## config.mk

```make
export PLATFORM = sky130hd
export DESIGN_NAME = word_tx
export DESIGN_NICKNAME = d
export VERILOG_FILES = /design/src/rtl/word_tx_pkg.sv /design/src/rtl/word_tx.sv
export SDC_FILE = /design/constraint.sdc
export NUM_CORES = 1
export LEC_CHECK = 0
export CAP_MARGIN = 20
export CORE_ASPECT_RATIO = 1.25
export CORE_MARGIN = 4
export CORE_UTILIZATION = 45
export DETAILED_ROUTE_END_ITERATION = 8
export PLACE_DENSITY = 0.73
export SYNTH_ARGS = -nofsm -noshare
export SYNTH_HDL_FRONTEND = slang
export SYNTH_SLANG_ARGS = --single-unit
```

## constraint.sdc

```tcl
create_clock -name clk -period 1.72 [get_ports clk]
set_clock_uncertainty 0.15 [all_clocks]
set_input_delay 0.344 -clock clk [delete_from_list [all_inputs] [get_ports clk]]
set_output_delay 0.344 -clock clk [all_outputs]
set_load 0.01 [all_outputs]
```

## src/rtl/word_tx_pkg.sv

```systemverilog
// Shared byte-stream definitions used by the word serializer and its
// receive-side counterpart.
package word_tx_pkg;

   localparam int BYTE_W = 8;

   typedef enum logic [1:0] {
      IDLE  = 2'd0,
      ISSUE = 2'd1,
      WAIT  = 2'd2,
      GAP   = 2'd3
   } io_state_t;

endpackage

```

## src/rtl/word_tx.sv

```systemverilog
// Word serializer: sends one WORD_BYTES-wide word to a byte transmitter,
// least-significant byte first, with an optional idle gap between bytes.
// All state updates on the falling edge of clk; rst is synchronous.
module word_tx
   import word_tx_pkg::*;
#(
   parameter int WORD_BYTES = 4,
   parameter int GAP_CYCLES = 0
) (
   input  logic                         clk,
   input  logic                         rst,
   input  logic [BYTE_W*WORD_BYTES-1:0] in,
   input  logic                         start,
   output logic                         busy,
   output logic                         done,
   output logic [BYTE_W-1:0]            byte_out,
   output logic                         byte_start,
   input  logic                         byte_done
);

   localparam int WORD_W = BYTE_W * WORD_BYTES;
   localparam int IDX_W  = (WORD_BYTES > 1) ? $clog2(WORD_BYTES) : 1;
   localparam int GAP_W  = (GAP_CYCLES > 1) ? $clog2(GAP_CYCLES) : 1;
   localparam logic [IDX_W-1:0] LAST_IDX = IDX_W'(WORD_BYTES - 1);
   localparam logic [GAP_W-1:0] LAST_GAP = GAP_W'((GAP_CYCLES > 0) ? GAP_CYCLES - 1 : 0);

   io_state_t          state_reg, state_next;
   logic [WORD_W-1:0]  shreg_reg, shreg_next;
   logic [IDX_W-1:0]   index_reg, index_next;
   logic [GAP_W-1:0]   gap_reg, gap_next;
   logic               busy_reg, busy_next;
   logic               done_reg, done_next;
   logic               byte_start_reg, byte_start_next;
   logic [BYTE_W-1:0]  byte_out_reg, byte_out_next;

   // Next-state and registered-output computation; pulses default low.
   always_comb begin
      state_next      = state_reg;
      shreg_next      = shreg_reg;
      index_next      = index_reg;
      gap_next        = gap_reg;
      busy_next       = busy_reg;
      done_next       = 1'b0;
      byte_start_next = 1'b0;
      byte_out_next   = byte_out_reg;
      case (state_reg)
         IDLE: begin
            // done may be high here; a start in the same cycle is still taken
            if (start) begin
               shreg_next = in;
               index_next = '0;
               busy_next  = 1'b1;
               state_next = ISSUE;
            end
         end
         ISSUE: begin
            byte_out_next   = shreg_reg[BYTE_W-1:0];
            byte_start_next = 1'b1;
            state_next      = WAIT;
         end
         WAIT: begin
            if (byte_done) begin
               if (index_reg == LAST_IDX) begin
                  done_next  = 1'b1;
                  busy_next  = 1'b0;
                  state_next = IDLE;
               end else begin
                  shreg_next = shreg_reg >> BYTE_W;
                  index_next = index_reg + 1'b1;
                  gap_next   = '0;
                  if (GAP_CYCLES > 0) state_next = GAP;
                  else                state_next = ISSUE;
               end
            end
         end
         GAP: begin
            if (gap_reg == LAST_GAP) begin
               gap_next   = '0;
               state_next = ISSUE;
            end else begin
               gap_next = gap_reg + 1'b1;
            end
         end
         default: state_next = IDLE;
      endcase
   end

   // State and output registers, falling-edge clocked with synchronous reset.
   always_ff @(negedge clk) begin
      if (rst) begin
         state_reg      <= IDLE;
         shreg_reg      <= '0;
         index_reg      <= '0;
         gap_reg        <= '0;
         busy_reg       <= 1'b0;
         done_reg       <= 1'b0;
         byte_start_reg <= 1'b0;
         byte_out_reg   <= '0;
      end else begin
         state_reg      <= state_next;
         shreg_reg      <= shreg_next;
         index_reg      <= index_next;
         gap_reg        <= gap_next;
         busy_reg       <= busy_next;
         done_reg       <= done_next;
         byte_start_reg <= byte_start_next;
         byte_out_reg   <= byte_out_next;
      end
   end

   assign busy       = busy_reg;
   assign done       = done_reg;
   assign byte_start = byte_start_reg;
   assign byte_out   = byte_out_reg;

endmodule

```

## Yosys cells after proc, flatten, opt, wreduce, memory -nomap -nowiden

Index checks and enable logic that the tools add are counted.

| cells by class | value |
|---|---|
| magnitude comparators | 0 |
| div/mod/pow operators | 0 |
| eq/ne operators | 9 |
| bitwise gates (word level) | 2 |
| $add $sub $neg | 2 |
| multipliers | 0 |
| reductions and logical operators | 8 |
| multiplexer cells | 23 |
| shifts and indexed selects | 0 |

Operators by type and width:

| cell | count |
|---|---|
| 32-bit two-way mux | 3 |
| 32-bit case mux with 2 select lines | 1 |
| 2-bit two-way mux | 6 |
| 2-bit inequality test (second input constant) | 5 |
| 1-bit two-way mux | 9 |
| 2-bit case mux with 4 select lines | 1 |
| 4-bit AND reduction | 2 |
| 2-bit equality test (second input constant) | 3 |
| 3-bit AND reduction | 2 |
| 1-bit case mux with 2 select lines | 2 |
| 2-bit case mux with 2 select lines | 1 |
| 2-bit nonzero test | 2 |
| 3-bit OR reduction | 1 |
| 2-bit by 1-bit adder with 2-bit output (second input constant) | 1 |
| 2-bit by 1-bit equality test with 1-bit output (second input constant) | 1 |
| 2-bit zero test | 1 |
| 1-bit inverter | 2 |
| 1-bit adder (second input constant) | 1 |

| word-level totals | value |
|---|---|
| word-level logic and storage cells | 52 |
| memories kept | 0 |
| ROM bits | 0 |
| output and inout bits | 11 |
| bits in writable memories | 0 |
| bits of input ports | 36 |
| latch bits | 0 |
| register bits after elaboration | 48 |

## Depth between registers and ports, before layout

Gate-level depths: netlist (run 1).

| logic depth | value |
|---|---|
| depth in word-level cells | 4 |
| mapped depth | 6 |
| gate-level depth less buffers | 4 |

==> results.txt, run 1 <==
The run finished, with violations left. The checks that failed: setup timing. The number of global-route vias before repair is 2,638. The clock slew at the register clock pins of the worst setup and hold paths came out at 0.07 ns. The via count normalized by instance count is 6.435.

The post-route netlist has 45.93% of its cells at a drive strength greater than 1. In this run the critical register-to-register path is launched from index_reg[0]. The endpoint of the worst-slack reg-to-reg timing path is index_reg[0]. The total area of multi-input combinational cells came out at 1464 sq um. The leakage component of the power came out at 1.600 nW. VDD sags by at most 760.5 uV. The clock net sink count is 47. The horizontal die dimension is 67.90 um. Cells fill 91.23% of the core in the end.

The number of failing setup endpoints in the final timing report is 47. The number of flops mapped to enable cells by yosys came out at 0. The worst-skew pair later-pin latency came out at 0.41 ns. In the synthesized netlist the dominant register cell turns out to be dfxtp_1. Total power for the finished layout comes to 0.003460 W. The starting density of the core came out at 48.09%. The number of buffers and inverters on the critical path is 1. The total of warnings raised by yosys is 0. The area growth from synthesis to layout is 89.71%. The number of input and output port buffers inserted came out at 46. The length of the first detailed-routing pass in iterations came out at 4. Counting cells, the worst reg-to-reg path comes to 7. The sum of net half-perimeters after detailed placement is 3267 um. The number of maximum-capacitance constraint violations is 0.

The power density over the cells came out at 903.6 nW/um^2. The detailed router placed 2,574 vias in this run. The minimum setup slack in the final design is -0.4824 ns. The overall routing resource usage is 28.71%. Broken down by cell family, the worst path's largest delay share belongs to flip-flops.

The row count came out at 26. The placeable core region is 4197 sq um. The die area is 5627 sq um. The largest stage delay on the critical path came out at 0.33 ns. The sequential cell area fraction in the yosys report came out at 46.62%. The finished cells cover 3829 sq um. The number of diodes is 0.

The tightest slew margin relative to the limit came out at 71.28%. The worst setup path is launched from a flop. The worst path required time is 1.23 ns. Once detail routing completed, the nets flagged for antenna violations numbered 0. TritonCTS built the clock tree.

The number of levels the H-tree was split into came out at 2. The standard cell with the maximum stage delay on the critical path is dfxtp_2. 47 I/O pins were placed.

The number of nets in the synthesized netlist is 261. After filler insertion, the fill cell instance count of the layout stands at 150. The maximum number of pins on one net before global-route repair is 22. The number of antenna violations at the first check in global routing came out at 0. The remaining global-route overflow came out at 0.

The remaining design rule violation count is 0. The chip height came out at 82.88 um. The tree is rooted in a clkbuf_8. The wire length of the first global-routing pass is 12,270 um. The last weighted congestion value of the routability-driven placer came out at 0.7961. The number of buffers on the longest clock path is 2. Dividing the synthesized area by the synthesized cell count gives 9.050 sq um. The gate count after technology mapping is 223.

The net total in the final layout is 382. The worst setup path is captured at a primary output. Across all register-to-register paths, the minimum setup slack is -0.20 ns. The terminating pin of the worst hold path is shreg_reg[26].

The count of distinct cell types in the synthesized netlist came out at 26. In the synthesized netlist the async set-or-reset flop fraction comes to 0%. In this run the most critical hold path is launched from shreg_reg[26]. The post-synthesis register bit count came out at 47. The path class of the tightest hold or removal check is flop to flop. By startpoint and endpoint, the worst setup path is classified as flop to primary output. The count of endpoints failing hold in the final timing report came to 0. The starting DRC count in detailed routing is 196. Of all nets on the critical path, the largest fanout is 2. Data arrives at the worst endpoint at 1.71 ns.

The hold slack is 0.3280 ns. The final max-slew violation count came out at 0. Buffers inserted during clock tree synthesis total 5. Setup repair after global routing could not meet its margin everywhere.

The mapped netlist covers 2018 sq um. The sum of routed wire length over all layers came out at 9543 um. Once placement finished, the instance area stood at 2689 sq um. The per-cell routed wire length came out at 23.86 um. The sequential cell area in the final layout is 953.4 sq um. The number of cells on the worst hold path came out at 1.

The critical path goes through buf_6. The actual transition at the worst max-transition pin came out at 0.4248 ns. The number of flip-flops under the largest register name came out at 32. After routing, the total negative slack on setup checks comes to -15.45 ns.
-- placed cells by master (no fill, tap or decap), types with 2 or more instances in the layout --
cell type / count
a211oi_2: 24
a21oi_1: 25
a21oi_2: 9
a22o_1: 9
buf_12: 7
buf_16: 5
buf_4: 15
buf_6: 25
buf_8: 2
clkbuf_16: 2
clkbuf_8: 5
clkdlybuf4s50_1: 32
dfxtp_1: 37
dfxtp_2: 10
ha_1: 2
inv_1: 48
nand2_1: 16
nand2b_1: 2
nor2_1: 2
nor2b_1: 3
nor3_4: 26
o21ai_1: 4
o21ai_2: 20
-- layout make-up --
class | instances | area share [%]
clock buffer | 5 | 1.797
inverter | 1 | 0.09804
tap | 56 | 1.830
clock inverter | 49 | 5.000
multi-input combinational | 153 | 38.24
sequential | 47 | 24.90
timing repair buffer | 89 | 28.14
-- synth_stat cells, types with 2 or more instances --
| cell | n | area share, % |
|---|---|---|
| a211oi_1 | 12 | 4.5 |
| a211oi_2 | 13 | 8.1 |
| a21oi_1 | 34 | 8.4 |
| a22o_1 | 9 | 3.9 |
| buf_1 | 2 | 0.37 |
| buf_2 | 8 | 2.0 |
| buf_4 | 2 | 0.74 |
| clkbuf_1 | 9 | 1.7 |
| dfxtp_1 | 47 | 47 |
| ha_1 | 2 | 1.2 |
| inv_1 | 2 | 0.37 |
| nand2_1 | 16 | 3.0 |
| nand2b_1 | 3 | 0.93 |
| nor2_1 | 2 | 0.37 |
| nor2b_1 | 3 | 0.93 |
| nor3_1 | 24 | 6.0 |
| nor3_2 | 2 | 0.99 |
| o21ai_0 | 25 | 6.2 |
-- power by group --
part           internal (W)  leakage (nW)  switching [W]
logic              0.000490         0.914       0.000455
registers           0.00119         0.391       0.000109
clock network      0.000427         0.295       0.000786
total               0.00211          1.60        0.00135
-- logic make-up after synthesis --
group / share of synthesized area [%]
AND/OR/NAND/NOR: 15.38
adder cells (fa/ha/maj): 1.240
buffers and inverters: 5.146
AO/OA/AOI/OAI: 31.06
multiplexers: 0.5579
flip-flops: 46.62
-- routing by layer --
layer	routed length (um)	up-vias	share of wire (%)	GRT usage [%]
met5	0	-	0	0
met2	4567	225	48	44.91
met3	1059	49	11	11.35
met1	3342	1229	35	31.16
li1	-	1071	-	-
met4	573	0	6.0	18.63
-- how the worst max path moves through the flow --
stage	start	cells past startpoint	slack [ns]	endpoint
floorplan	byte_done	4	-0.47	index_reg[0]
global placement	start	5	-1.05	shreg_reg[23]
detailed placement	start	5	-1.11	shreg_reg[15]
CTS	byte_out[3]	1	-0.44	byte_out[3]
global route	byte_out[7]	1	-0.50	byte_out[7]
finish	byte_out[7]	1	-0.48	byte_out[7]
-- per-stage QoR --
| step | worst slack, ns | std cells |
|---|---|---|
| 2_1_floorplan | -0.4672 | 223 |
| 3_3_place_gp | -1.049 | 324 |
| 3_5_place_dp | -1.107 | 324 |
| 4_1_cts | -0.4420 | 400 |
| 5_1_grt | -0.4977 | 400 |
| 6_report | -0.4824 | 400 |
-- timing repair --
| item | in CTS | in global routing |
|---|---|---|
| setup buffers | 16 | 5 |
| resized for setup | 176 | 47 |
| gates cloned | 8 | 2 |
| pin swaps | 27 | 19 |
| hold buffers | 0 | 0 |
| endpoints found under the setup margin | 49 | 48 |
Note: power is estimated with default switching activity, not from simulation.
==> inputs of run 2 (changes only) <==
--- a/config.mk
+++ b/config.mk
@@ -8,9 +8,9 @@
 export CAP_MARGIN = 20
 export CORE_ASPECT_RATIO = 1.25
 export CORE_MARGIN = 4
-export CORE_UTILIZATION = 45
+export CORE_UTILIZATION = 44
 export DETAILED_ROUTE_END_ITERATION = 8
-export PLACE_DENSITY = 0.73
+export PLACE_DENSITY = 0.75
 export SYNTH_ARGS = -nofsm -noshare
 export SYNTH_HDL_FRONTEND = slang
 export SYNTH_SLANG_ARGS = --single-unit
==> constraint.sdc (replaced) <==
create_clock -name clk -period 1.9 [get_ports clk]
set_clock_uncertainty 0.15 [all_clocks]
set_input_delay 0.38 -clock clk [delete_from_list [all_inputs] [get_ports clk]]
set_output_delay 0.38 -clock clk [all_outputs]
set_load 0.01 [all_outputs]
==> results.txt, run 2 (synthesis gave the netlist of run 1 again) <==
The critical path class is flop to primary output. The starting density of the core is 45.60% (-2.5 points). The post-route standard cell area excluding fillers was 3602 sq um (-5.9%). The worst path required time came out at 1.37 ns (+0.14 ns). The kind of start point of the critical path is a flop. The number of buffers on the longest clock path is 2 (unchanged). The number of diodes is 0 (unchanged). The cell internal power dissipation came out at 0.001962 W (-7.0%). The via count normalized by instance count came out at 5.606 (-13%). Walking the worst path, the cells encountered are buf_6. The maximum VDD drop came out at 525.2 uV (-31%). The chip height is 83.72 um (+1.0%). The per-cell routed wire length is 18.12 um (-24%).

The post-route antenna net violation count came out at 0 (unchanged). The length of the first detailed-routing pass in iterations is 5 (+1). The number of levels the H-tree was split into was 2 (unchanged).

The remaining global-route overflow was 0 (unchanged). The actual transition at the worst max-transition pin came out at 0.4636 ns (+0.03887 ns). The sum of net half-perimeters after detailed placement is 3229 um (-1.2%). The most frequent standard cell in the layout excluding fill and tap cells is inv_1. The sum of routed wire length over all layers was 7084 um (-26%). Setup repair after global routing could not meet its margin everywhere. In the layout the commonest cells are inv_1, dfxtp_1, a21oi_1, clkdlybuf4s50_1, a211oi_2. The run finished, with violations left. The number of maximum-capacitance constraint violations was 0 (unchanged).

Relative to the synthesized area, the layout overhead comes to 78.49%. The sequential cell area in the final layout is 953.4 sq um (unchanged). The number of vias after detailed routing is 2,192 (-15%). The net switching component of the power is 0.001041 W (-23%). The horizontal die dimension was 68.58 um (+0.99%). The overall routing resource usage is 25.62% (-3.1 points). The proportion of layout cells with a drive suffix above 1 came out at 40.84% (-5.1 points).

The number of global-route vias before repair came out at 2,294 (-13%). The largest stage delay on the critical path is 0.32 ns (about the same). The element type at the critical path end is a primary output.

The switching fraction of total power came out at 34.65% (-4.4 points). The number of antenna violations at the first check in global routing came out at 0 (unchanged). The standard cell area after detailed placement came out at 2634 sq um (-2.0%).

The starting DRC count in detailed routing came out at 187 (-4.6%). The worst setup slack before clock tree synthesis came out at -0.9797 ns (+0.1272 ns). Grouping stages by cell kind, the critical path spends the most delay in flip-flops. The clock network fraction of design power is 37.5% (+2.4 points). The largest individual stage delay along the critical path comes from the cell dfxtp_2. The number of flip-flops under the largest register name is 32 (unchanged).

The final reports fail on setup timing. The number of input and output port buffers inserted is 46 (unchanged). The remaining design rule violation count came to 0 (unchanged). The part of the total power dissipated in combinational logic came to 23.8% (-3.5 points). The hold slack is 0.3054 ns (-0.02264 ns). The last weighted congestion value of the routability-driven placer is 0.7380 (-7.3%). The CTS tree is yes. The number of buffers and inverters on the critical path is 1 (unchanged). The minimum setup slack in the final design is -0.3824 ns (+0.1000 ns). The count of endpoints failing hold in the final timing report is 0 (unchanged). The wire length of the first global-routing pass is 11,090 um (-9.6%). The number of fill cells in the layout was 241 (+61%). The die area came out at 5741 sq um (+2.0%). The tightest slew margin relative to the limit is 68.66% (-2.6 points). The total area of multi-input combinational cells is 1394 sq um (-4.8%).

The data arrival time of the worst path is 1.75 ns (+0.04 ns). The number of buffers created by CTS came out at 5 (unchanged). The final max-slew violation count is 0 (unchanged). The net total in the final layout is 371 (-2.9%).

The power density over the cells is 833.6 nW/um^2 (-7.7%). The worst-skew pair later-pin latency came out at 0.38 ns (-0.03 ns). The tree is rooted in a clkbuf_8. The fraction of power consumed by sequential logic came out at 38.7% (+1.1 points). The clock slew at the register clock pins of the worst setup and hold paths is 0.04 ns (-0.03 ns). The setup total negative slack was -10.49 ns (+4.962 ns). The path type of the worst min-delay path is flop to flop. The clock net sink count came out at 47 (unchanged). The row count is 27 (+3.8%). The post-route total power was 0.003003 W (-13%). The maximum number of pins on one net before global-route repair came to 26 (+18%). The number of I/O pins is 47 (unchanged). The number of failing setup endpoints in the final timing report is 46 (-2.1%). The peak fanout along the critical path is 2 (unchanged). The placeable core region is 4425 sq um (+5.5%). The leakage component of the power was 1.500 nW (-6.3%).
==> run 2: cell count changes in the layout (fill, tap and decap cells not counted), sizes merged <==
cell      previous run  this run
clkinv               1         0
inv                 49        48
clkbuf               7         5
bufinv               0         1
buf                 55        46
clkinvlp             0         1
==> run 2: repair_timing <==
| item | CTS | global route |
|---|---|---|
| gates resized for setup | 178 | 19 |
| endpoints found under the setup margin | 49 | 52 |
| hold buffers | 0 | 0 |
| endpoints found under the hold margin | 0 | 0 |
| cloned | 6 | 0 |
| pin swaps | 34 | 16 |
| setup buffers | 9 | 2 |
==> run 2: final cells by class <==
type                            instances  area share, %
Inverter                                1         0.1042
Timing Repair Buffer                   78          24.94
Tap cell                               58          2.015
Multi-Input combinational cell        153          38.69
Clock buffer                            5          1.910
Clock inverter                         49          5.870
Sequential cell                        47          26.47
==> run 2: routing by layer <==
| metal | GRT usage [%] | part of all wire, % |
|---|---|---|
| met1 | 29.94 | 41 |
| met2 | 40.57 | 51 |
| met3 | 8.760 | 6.4 |
| met4 | 12.30 | 2.5 |
| met5 | 0 | 0 |
==> run 2: stage by stage <==
step / utilization, % / cells
4_1_cts: 78.94 / 391
6_report: 81.40 / 391
5_1_grt: 81.40 / 391
2_1_floorplan: - / 223
3_5_place_dp: 59.51 / 324
3_3_place_gp: 59.51 / 324
==> run 2: power groups by stage <==
stage | clock, W | sequential [W] | combinational (W)
final | 0.00113 | 0.00116 | 0.000714
after global routing | 0.00125 | 0.00117 | 0.000757
after CTS | 0.00112 | 0.00115 | 0.000638
after detailed placement | 0.000154 | 0.00114 | 0.000443
after global placement | 0.000154 | 0.00114 | 0.000435
after floorplan | 0.000154 | 0.00113 | 0.000282
==> run 2: worst paths after layout <==
kind | start | endpoint | slack [ns] | depth (start not counted)
max | busy | busy | -0.38 | 1
min | byte_out[0] | byte_out[0] | 0.31 | 2
min reg2reg | byte_out[0] | byte_out[0] | 0.31 | 2
max reg2reg | state_reg[1] | shreg_reg[17] | 0.02 | 6
==> inputs of run 3 (changes only) <==
--- a/config.mk
+++ b/config.mk
@@ -7,10 +7,10 @@
 export LEC_CHECK = 0
 export CAP_MARGIN = 20
 export CORE_ASPECT_RATIO = 1.25
-export CORE_MARGIN = 4
-export CORE_UTILIZATION = 44
+export CORE_MARGIN = 3
+export CORE_UTILIZATION = 45
 export DETAILED_ROUTE_END_ITERATION = 8
-export PLACE_DENSITY = 0.75
+export PLACE_DENSITY = 0.73
 export SYNTH_ARGS = -nofsm -noshare
 export SYNTH_HDL_FRONTEND = slang
 export SYNTH_SLANG_ARGS = --single-unit
==> constraint.sdc (replaced) <==
create_clock -name clk -period 2.9 [get_ports clk]
set_clock_uncertainty 0.15 [all_clocks]
set_input_delay 0.58 -clock clk [delete_from_list [all_inputs] [get_ports clk]]
set_output_delay 0.58 -clock clk [all_outputs]
set_load 0.01 [all_outputs]
==> results.txt, run 3 (synthesis gave the netlist of run 1 again) <==
The total area of multi-input combinational cells was 1064 sq um (-24%). The length of the first detailed-routing pass in iterations is 4 (-1). The slowest stage of the critical path is the dfxtp_2 cell. The sequential cell area in the final layout came out at 952.2 sq um (-0.13%). The remaining design rule violation count is 0 (unchanged). The clock slew at the register clock pins of the worst setup and hold paths came out at 0.05 ns (about the same).

The net total in the final layout was 367 (-1.1%). The number of input and output port buffers inserted is 46 (unchanged). The number of I/O pins came out at 47 (unchanged). STA classifies the critical path startpoint as a flop.

The number of vias after detailed routing came out at 2,117 (-3.4%). The leakage component of the power came out at 1.361 nW (-9.3%). The standard cell area after detailed placement is 2596 sq um (-1.4%). The hold slack is 0.3044 ns (-0.0009400 ns). The hold buffer count at cts is 0 (unchanged). The sum of net half-perimeters after detailed placement came to 3171 um (-1.8%).

Setup repair after global routing could not meet its margin everywhere. The data arrival time of the worst path is 2.26 ns (+0.51 ns). The number of fill cells in the layout is 287 (+19%).

The number of diodes is 0 (unchanged). The count of endpoints failing hold in the final timing report came to 0 (unchanged). The minimum setup slack in the final design was -0.08983 ns (+0.2925 ns).

The setup total negative slack came out at -0.7387 ns (+9.750 ns). The reg-to-reg startpoint is state_reg[1]. The proportion of layout cells with a drive suffix above 1 came out at 25.76% (-15 points).

The number of levels the H-tree was split into is 2 (unchanged). The starting density of the core came to 48.09% (+2.5 points). The number of buffers on the longest clock path came to 2 (unchanged).

The library cell used most frequently in the layout, excluding fill and tap cells, is inv_1. The remaining global-route overflow is 0 (unchanged). The overall routing resource usage was 23.28% (-2.3 points). The post-route antenna net violation count came out at 0 (unchanged). The post-route standard cell area excluding fillers is 3168 sq um (-12%). The path class of the tightest hold or removal check is flop to flop. The maximum number of pins on one net before global-route repair came out at 22 (-15%). The power density over the cells is 584.8 nW/um^2 (-30%). The sum of routed wire length over all layers came out at 6176 um (-13%). The number of buffers and inverters on the critical path is 1 (unchanged). In this run the clock root is driven by a clkbuf_8.

TritonCTS built the clock tree. The last weighted congestion value of the routability-driven placer came to 0.7594 (+2.9%). The worst-skew pair later-pin latency is 0.39 ns (about the same). Traced cell by cell, the critical path runs through buf_6. The number of global-route vias before repair was 2,116 (-7.8%). The die area is 5330 sq um (-7.2%). Grouping stages by cell kind, the critical path spends the most delay in flip-flops. The library cells used most frequently in the layout, excluding fill and tap cells, are inv_1, dfxtp_1, a21oi_1, clkdlybuf4s50_1, o21ai_0. The worst setup slack before clock tree synthesis came out at -0.6566 ns (+0.3231 ns). The number of failing setup endpoints in the final timing report came out at 12 (-74%). The final reports fail on setup timing.

The clock net sink count is 47 (unchanged). The number of cells on the worst hold path is 2 (unchanged). The number of maximum-capacitance constraint violations came out at 0 (unchanged).

The tightest slew margin relative to the limit was 45.56% (-23 points). STA classifies the critical path endpoint as a primary output. The run finished, with violations left. Compared with the post-synthesis result, the final layout area differs by 56.97%. In this run the most critical hold path is launched from byte_out[2]. The number of antenna violations at the first check in global routing is 0 (unchanged). The chip height is 80.88 um (-3.4%). The critical path starts at byte_out[0]. The horizontal die dimension is 65.90 um (-3.9%). The via count normalized by instance count is 5.484 (-2.2%).

The number of buffers created by CTS is 5 (unchanged). The placeable core region is 4197 sq um (-5.2%). The starting DRC count in detailed routing is 137 (-27%). The actual transition at the worst max-transition pin is 0.8155 ns (+0.3518 ns). The setup path with the least slack is of type flop to primary output. The wire length of the first global-routing pass is 9528 um (-14%). The maximum VDD drop was 367.4 uV (-30%). The number of cells on the critical path is 1 (unchanged). The largest stage delay on the critical path is 0.32 ns (about the same).

The worst-case reg-to-reg path depth came out at 6 (unchanged). The per-cell routed wire length came out at 16.00 um (-12%). The row count came to 26 (-3.7%).

The number of flip-flops under the largest register name is 32 (unchanged). The peak fanout along the critical path is 2 (unchanged). The post-layout utilization of the core came out at 75.49% (-5.9 points). The worst path required time came out at 2.17 ns (+0.80 ns). The final max-slew violation count is 0 (unchanged).
## run 3: area by class of cell
cell class	instances	share of cell area [%]
multi-input cells	153	33.57
flip-flops and latches	47	30.06
repair buffers	74	25.00
clock inverters	50	6.872
well taps	56	2.212
clock buffers	5	2.172
inverters	1	0.1185
## run 3: worst paths after layout
kind	endpoint	slack [ns]
min	byte_out[2]	0.30
min reg2reg	byte_out[2]	0.30
max	byte_out[0]	-0.09
max reg2reg	shreg_reg[30]	0.67
## run 3: per-layer routing
metal  GRT usage, %  routed length [um]  vias to the layer above
met5              0                   0                        -
met4          11.20                  86                        0
met3          8.299                 343                        8
met2          41.52                3365                       78
met1          23.88                2380                      995
li1               -                   -                     1036
## run 3: power breakdown
group | total (W) | switching (W) | internal [W]
clock network | 0.000754 | 0.000413 | 0.000340
logic | 0.000344 | 0.000162 | 0.000183
registers | 0.000755 | 0.0000473 | 0.000707
## run 3: metrics by stage
step | instances | power, W
finish | 386 | 0.001853
global placement | 318 | 0.001129
global route | 386 | 0.001967
detailed placement | 318 | 0.001133
CTS | 383 | 0.001830
floorplan | 223 | 0.001022
## run 3: worst register-to-register path, stage by stage, from the launching register on
cell	delay, ns
dfxtp_1	0.85
nor4bb_4	0.47
buf_4	0.18
nor3_4	0.04
buf_6	0.13
buf_16	0.12
a22o_1	0.17
## run 3: repair_timing
action	4_1_cts	5_1_grt
gates cloned	4	1
buffers inserted	8	5
pin swaps	2	10
setup endpoints to repair	47	29
gates resized for setup	87	16
